## src/rtl/mlop_pkg.sv

```systemverilog
// Shared definitions for the multi-operand accumulate/decompose blocks:
// default widths, divider iteration count and the divider state encoding.
package mlop_pkg;

    localparam int WA_DEF = 16;
    localparam int WX_DEF = 10;
    localparam int N_ITER = 16;
    localparam int CNT_W  = 5;

    typedef enum logic [1:0] {
        IDLE = 2'd0,
        RUN  = 2'd1,
        DONE = 2'd2
    } state_t;

endpackage

```

## src/rtl/mlopsub_if.sv

```systemverilog
// Request/result bundle of the restoring divider: the requester drives
// start/a/x, the divider returns busy/done and the held results.
interface mlopsub_if
    import mlop_pkg::*;
#(
    parameter int WA = WA_DEF,
    parameter int WX = WX_DEF
);
    logic          start;
    logic [WA-1:0] a;
    logic [WX-1:0] x;
    logic          busy;
    logic          done;
    logic [WA-1:0] q;
    logic [WX-1:0] r;
    logic          dz;

    modport master (output start, a, x, input busy, done, q, r, dz);
    modport slave  (input start, a, x, output busy, done, q, r, dz);

endinterface

```

## src/rtl/mlopsub_step.sv

```systemverilog
// One restoring-division iteration: shift the next dividend bit into the
// partial remainder, compare against the divisor and subtract if it fits.
module mlopsub_step #(
    parameter int WX = 10
) (
    input  logic [WX:0]   p,
    input  logic          d_msb,
    input  logic [WX-1:0] x,
    output logic [WX:0]   p_next,
    output logic          q_bit
);

    logic [WX:0] t;
    logic [WX:0] diff;

    assign t    = {p[WX-1:0], d_msb};
    assign diff = t - {1'b0, x};
    // p[WX] is always 0 in practice; if it were set, the shifted value
    // would exceed any divisor, so ORing it keeps the compare exact.
    assign q_bit  = p[WX] | (t >= {1'b0, x});
    assign p_next = q_bit ? diff : t;

endmodule

```

## src/rtl/mlopsub.sv

```systemverilog
// Sequential restoring divider: 16-bit dividend by 10-bit divisor, one
// quotient bit per clock, registered outputs held until the next start.
module mlopsub
    import mlop_pkg::*;
#(
    parameter int WA = WA_DEF,
    parameter int WX = WX_DEF
) (
    input  logic       clk,
    input  logic       rst_b,
    mlopsub_if.slave   bus
);

    state_t           state_reg, state_next;
    logic [WA-1:0]    d_reg, d_next;
    logic [WX:0]      p_reg, p_next;
    logic [WX-1:0]    x_reg, x_next;
    logic [CNT_W-1:0] cnt_reg, cnt_next;
    logic [WA-1:0]    q_reg, q_next;
    logic [WX-1:0]    r_reg, r_next;
    logic             dz_reg, dz_next;
    logic             busy_reg, done_reg;

    logic [WX:0]      step_p;
    logic             step_q;

    mlopsub_step #(.WX(WX)) u_step (
        .p      (p_reg),
        .d_msb  (d_reg[WA-1]),
        .x      (x_reg),
        .p_next (step_p),
        .q_bit  (step_q)
    );

    always_comb begin
        state_next = state_reg;
        d_next     = d_reg;
        p_next     = p_reg;
        x_next     = x_reg;
        cnt_next   = cnt_reg;
        q_next     = q_reg;
        r_next     = r_reg;
        dz_next    = dz_reg;
        case (state_reg)
            // DONE accepts a new request exactly like IDLE for back-to-back use
            IDLE, DONE: begin
                state_next = IDLE;
                if (bus.start) begin
                    if (bus.x != '0) begin
                        d_next     = bus.a;
                        x_next     = bus.x;
                        p_next     = '0;
                        cnt_next   = '0;
                        dz_next    = 1'b0;
                        state_next = RUN;
                    end else begin
                        q_next     = '1;
                        r_next     = '0;
                        dz_next    = 1'b1;
                        state_next = DONE;
                    end
                end
            end
            RUN: begin
                d_next   = {d_reg[WA-2:0], step_q};
                p_next   = step_p;
                cnt_next = cnt_reg + 1'b1;
                if (cnt_reg == CNT_W'(N_ITER - 1)) begin
                    q_next     = {d_reg[WA-2:0], step_q};
                    r_next     = step_p[WX-1:0];
                    state_next = DONE;
                end
            end
            default: state_next = IDLE;
        endcase
    end

    always_ff @(posedge clk or negedge rst_b) begin
        if (!rst_b) begin
            state_reg <= IDLE;
            d_reg     <= '0;
            p_reg     <= '0;
            x_reg     <= '0;
            cnt_reg   <= '0;
            q_reg     <= '0;
            r_reg     <= '0;
            dz_reg    <= 1'b0;
            busy_reg  <= 1'b0;
            done_reg  <= 1'b0;
        end else begin
            state_reg <= state_next;
            d_reg     <= d_next;
            p_reg     <= p_next;
            x_reg     <= x_next;
            cnt_reg   <= cnt_next;
            q_reg     <= q_next;
            r_reg     <= r_next;
            dz_reg    <= dz_next;
            busy_reg  <= (state_next == RUN);
            done_reg  <= (state_next == DONE);
        end
    end

    assign bus.busy = busy_reg;
    assign bus.done = done_reg;
    assign bus.q    = q_reg;
    assign bus.r    = r_reg;
    assign bus.dz   = dz_reg;

endmodule

```

## src/flat_wrapper.sv

```systemverilog
// flat-port wrapper written by rule: the top's interface ports become plain ports
module mlopsub_flat import mlop_pkg::*;
#(
    parameter int WA = WA_DEF,
    parameter int WX = WX_DEF
)
  (clk, rst_b, bus_start, bus_a, bus_x, bus_busy, bus_done, bus_q, bus_r, bus_dz);
  mlopsub_if #(.WA(WA), .WX(WX)) bus_i ();
  input  logic clk;
  input  logic rst_b;
  input wire logic [$bits(bus_i.start)-1:0] bus_start;
  input wire logic [$bits(bus_i.a)-1:0] bus_a;
  input wire logic [$bits(bus_i.x)-1:0] bus_x;
  output wire logic [$bits(bus_i.busy)-1:0] bus_busy;
  output wire logic [$bits(bus_i.done)-1:0] bus_done;
  output wire logic [$bits(bus_i.q)-1:0] bus_q;
  output wire logic [$bits(bus_i.r)-1:0] bus_r;
  output wire logic [$bits(bus_i.dz)-1:0] bus_dz;
  assign bus_i.start = bus_start;
  assign bus_i.a = bus_a;
  assign bus_i.x = bus_x;
  assign bus_busy = bus_i.busy;
  assign bus_done = bus_i.done;
  assign bus_q = bus_i.q;
  assign bus_r = bus_i.r;
  assign bus_dz = bus_i.dz;
  mlopsub #(.WA(WA), .WX(WX)) u_core (.clk(clk), .rst_b(rst_b), .bus(bus_i));
endmodule
```

## config.mk

```make
export PLATFORM = sky130hd
export DESIGN_NAME = mlopsub_flat
export DESIGN_NICKNAME = d
export VERILOG_FILES = /design/src/rtl/mlop_pkg.sv /design/src/rtl/mlopsub_if.sv /design/src/rtl/mlopsub_step.sv /design/src/rtl/mlopsub.sv /design/src/flat_wrapper.sv
export SDC_FILE = /design/constraint.sdc
export NUM_CORES = 1
export LEC_CHECK = 0
export CORE_MARGIN = 5
export CORE_UTILIZATION = 35
export CTS_CLUSTER_DIAMETER = 150
export DETAILED_ROUTE_END_ITERATION = 6
export GPL_ROUTABILITY_DRIVEN = 1
export MAX_ROUTING_LAYER = met4
export SLEW_MARGIN = 20
export SYNTH_ARGS = -nofsm -noshare
export SYNTH_HDL_FRONTEND = slang
export SYNTH_HIERARCHICAL = 1
export SYNTH_SLANG_ARGS = --single-unit
export TNS_END_PERCENT = 30
```

## constraint.sdc

```tcl
create_clock -name clk -period 2.4 [get_ports clk]
set_input_delay 0.48 -clock clk [delete_from_list [all_inputs] [get_ports clk]]
set_output_delay 0.48 -clock clk [all_outputs]
set_load 0.005 [all_outputs]
```

==> results.md <==
- The run finished with clean final reports.
- The Yosys step of the flow raised 6 warnings.
- The level count of the clock H-tree is 3.
- The family with the most delay on the worst path is compound AO/OA/AOI/OAI gates.
- The count of hold buffers inserted by post-cts repair is 0.
- In the post-route analysis, the smallest setup slack over all paths is between 0.1 and 0.15 ns.
- The mean routed wirelength per cell is around 16 um.
- The first global-routing pass estimated approximately 17000 um of wire.
- The total I/O pin count is slightly below 60.
- After synthesis, the share of flip-flops with an asynchronous set or reset is 1.00.
- In this run the horizontal extent of the chip is 116 um.
- When the netlist entered floorplanning its net count stood at between 400 and 500.
- The first TritonRoute pass finished after 5 iterations.
- The initial antenna violation count came to 0.
- The repair_antennas step left the layout with diodes totalling 0.
- The commonest non-fill, non-tap cell in the layout is sky130_fd_sc_hd__nand2_1.
- The slew at the pin with the worst max-slew slack is approximately 1.0 ns.
- Using the TritonRoute via totals, the vias-per-cell ratio works out to ~5.
- Dividing the synthesized area by the synthesized cell count gives between 9 and 10 um2.
- The number of enable-type register cells in the synthesized netlist is 0.
- The pre-CTS worst setup slack is -0.179 ns.
- The worst setup path is captured at a register.
- In the synthesized netlist the dominant register cell turns out to be sky130_fd_sc_hd__dfrtp_1.
- Once detail routing completed, the nets flagged for antenna violations numbered 0.
- Counting the buffers created by CTS gives 9.
- The TritonCTS clock tree is done.
- The via count of the first global-routing pass was approximately 3200.
- The post-CTS clock slew at the launch and capture registers of the worst setup and hold paths is 0.08 ns.
- Leaving out fill and tap cells, the most frequent cells in the layout are 88 x sky130_fd_sc_hd__nand2_1, 73 x sky130_fd_sc_hd__dfrtp_1, 56 x sky130_fd_sc_hd__clkdlybuf4s50_1.
- The worst stage delay on the critical path is roughly 0.4 ns.
- The initial utilization of the core area, before any placement, comes to 0.359.
- The total global routing track utilization is 0.163.
- The largest fanout of any net on the critical path is 6.
- The count of maximum capacitance violations is 0.
- Dividing total power by cell area gives a power density of between 1500 and 2000 mW/mm2.
- The count of final setup violators is 0.
- The share of layout cells above drive strength 1 is 0.162.
- The global route total overflow is 0.
- The residual DRC count is 0.
- The library cell used as clock root buffer is sky130_fd_sc_hd__clkbuf_8.
- The register area is 0.00183 mm2.
- The utilization after layout is 0.454.
- The worst clock skew is between 0.009 and 0.01 ns.
- The cell leakage power is around 2.1 nW.
- The TritonCTS sink count is between 70 and 80.
- The clock passes through at most 2 buffers.
- The critical path data required time is 2.67 ns.
- The number of placed instances, taps included, is about 620.
- The slowest stage of the critical path is the sky130_fd_sc_hd__dfrtp_1 cell.
- The initialized floorplan defines 38 standard-cell rows.
- Detailed routing inserted a total of ~3300 vias.
- The critical path is of the reg -> reg type.
- Once detailed placement completed, the half-perimeter wirelength came to 7600 um.
- In this run the vertical extent of the chip is roughly 120 um.
- The number of distinct library cells after synthesis is 52.
- Sorting the synthesized cells by area gives the leading types as sky130_fd_sc_hd__dfrtp_1 47%, sky130_fd_sc_hd__nand2_1 8.5%, sky130_fd_sc_hd__nor2_1 3.9%, sky130_fd_sc_hd__ha_1 3.8%, sky130_fd_sc_hd__a21oi_1 3.3%.
- During placement, the flow inserted port buffers numbering 57.
- The critical path buffer and inverter count is 1.
- Walking the worst path, the cells encountered are ha_1 > nand3b_1 > a21oi_2 > o221ai_4 > and2_4 > o31ai_1 > buf_4 > nand2_1 > a21oi_1.
- In the final layout, the multi-input gates occupy around 0.0019 mm2.
- STA classifies the critical path startpoint as a register.
- After synthesis the netlist holds a flip-flop and latch count of 73.
- The worst hold path belongs to the class in -> async.
- Summed over all layers, the routed wires come to between 10000 and 15000 um.
- Of the available clock period, the critical path in the final layout requires 0.946.
- The final count of hold timing violations is 0.
- Entering global routing, the biggest net connects 35 pins.
- The number of violations reported at the end of detailed-routing iteration 0 is ~190.
- The time the final worst path needs with I/O delays and setup is between 2 and 2.5 ns.
- The final max-slew violation count is 0.
- Of the synthesized area, sequential elements account for 0.468.
- The fraction of post-synthesis cell area in the top cell type by area is 0.468.
- Counting the fill cells in the layout gives 1041.
- The later-pin clock latency in the skew report is 0.34 ns.
- The area growth from synthesis to final layout is 26.8%.
- STA puts the critical path data arrival time at between 2 and 3 ns.
- Of all cell types, the one taking the most synthesized area is sky130_fd_sc_hd__dfrtp_1.
- The worst pin sits at a relative slew slack of 0.311.
- The maximum resistive drop on vdd is between 0.0005 and 0.0006 V.
- The total area inside the core boundary comes to about 0.011 mm2.
- The area of the die is approximately 0.013 mm2.
- Routability-driven placement finished with a final weighted congestion of between 0.8 and 0.9.
- At the end of the flow, the number of nets in the layout was 530.
- The synthesized netlist occupies a cell area of around 0.0039 mm2.
- The synthesized instance count is about 420.
- The achievable clock frequency is between 400 and 500 MHz.
- The finished layout holds between 600 and 700 standard cells, fillers aside.
path summary, 6_finish.rpt:
kind / startpoint / endpoint / slack [ns] / cells after the start
worst max-delay path: u_core/p_reg[1] / u_core/p_reg[5] / 0.13 / 9
worst min-delay path: rst_b / u_core/bus.q[12] / 0.16 / 1
worst max register to register: u_core/p_reg[1] / u_core/p_reg[5] / 0.13 / 9
worst min register to register: u_core/x_reg[6] / u_core/x_reg[6] / 0.50 / 1
max in group asynchronous: rst_b / u_core/bus.q[9] / 1.60 / 2
min in group clk: u_core/x_reg[6] / u_core/x_reg[6] / 0.50 / 1
metal layers:
| layer | track usage | wire [um] |
|---|---|---|
| met1 | 0.229 | 4830 |
| met2 | 0.244 | 4800 |
| met3 | 0.0214 | 416 |
| met4 | 0.0518 | 162 |
| met5 | - | 0 |
power breakdown:
group | leakage (nW) | internal (mW) | total (mW) | switching (mW)
sequential | 0.824 | 1.81 | 2.21 | 0.403
clock | 0.0912 | 0.478 | 0.944 | 0.467
combinational | 1.19 | 2.17 | 4.41 | 2.24
total | 2.10 | 4.45 | 7.56 | 3.11
cells by family after synthesis:
| kind of cell | share of synthesized area |
|---|---|
| simple gates | 0.186 |
| mux | 0.0250 |
| fa+ha+maj | 0.0436 |
| buf+inv | 0.0538 |
| flops | 0.468 |
| xor+xnor | 0.0135 |
| compound gates | 0.210 |
cell usage after synthesis (2+ instances only):
cell                       number
sky130_fd_sc_hd__clkbuf_1      17
sky130_fd_sc_hd__o311ai_1      10
sky130_fd_sc_hd__a31oi_1        2
sky130_fd_sc_hd__buf_2          7
sky130_fd_sc_hd__mux2_4         5
sky130_fd_sc_hd__a22o_1         8
sky130_fd_sc_hd__xnor2_1        3
sky130_fd_sc_hd__nand3b_1       3
sky130_fd_sc_hd__nand2_1       88
sky130_fd_sc_hd__a21oi_2       12
sky130_fd_sc_hd__mux2_1         2
sky130_fd_sc_hd__o311ai_0       6
sky130_fd_sc_hd__nor2_1        41
sky130_fd_sc_hd__or4_1          3
sky130_fd_sc_hd__nand3_1        7
sky130_fd_sc_hd__nor2b_1        2
sky130_fd_sc_hd__nand2b_1       4
sky130_fd_sc_hd__dfrtp_1       73
sky130_fd_sc_hd__o21ai_0        9
sky130_fd_sc_hd__buf_6          2
sky130_fd_sc_hd__xor2_1         3
sky130_fd_sc_hd__a21boi_0       2
sky130_fd_sc_hd__a21oi_1       26
sky130_fd_sc_hd__nor4_4         2
sky130_fd_sc_hd__inv_1         15
sky130_fd_sc_hd__nand4_1        2
sky130_fd_sc_hd__o21ai_1       13
sky130_fd_sc_hd__o211ai_1      17
sky130_fd_sc_hd__ha_1          12
through the flow:
stage	setup TNS [ns]	hold WS (ns)	total power, mW	cell area (um2)
after floorplan	0	0.184	5.03	3900
after global placement	-3.51	0.482	6.48	4740
after detailed placement	-4.33	0.484	6.58	4740
after CTS	0	0.161	7.55	4930
after global routing	-0.0133	0.190	8.22	4950
final	0	0.158	7.56	4950
area by class of cell:
type / instances / area share
clock inverters: 7 / 0.0144
repair buffers: 87 / 0.162
multi-input cells: 301 / 0.381
inverters: 16 / 0.0131
well taps: 140 / 0.0354
flip-flops and latches: 73 / 0.369
clock buffers: 9 / 0.0250
worst reg2reg max path, stage by stage (launching register included):
cell                       delay, ns
sky130_fd_sc_hd__dfrtp_1        0.41
sky130_fd_sc_hd__ha_1           0.39
sky130_fd_sc_hd__nand3b_1       0.16
sky130_fd_sc_hd__a21oi_2        0.25
sky130_fd_sc_hd__o221ai_4       0.15
sky130_fd_sc_hd__and2_4         0.19
sky130_fd_sc_hd__o31ai_1        0.31
sky130_fd_sc_hd__buf_4          0.18
sky130_fd_sc_hd__nand2_1        0.05
sky130_fd_sc_hd__a21oi_1        0.12
timing repair:
| item | in CTS | in global routing |
|---|---|---|
| gates resized for setup | 0 | 5 |
| setup buffers | 0 | 0 |
| endpoints found under the hold margin | 0 | 0 |
| endpoints found under the setup margin | 0 | 13 |
Note: power is estimated with default switching activity, not from simulation.
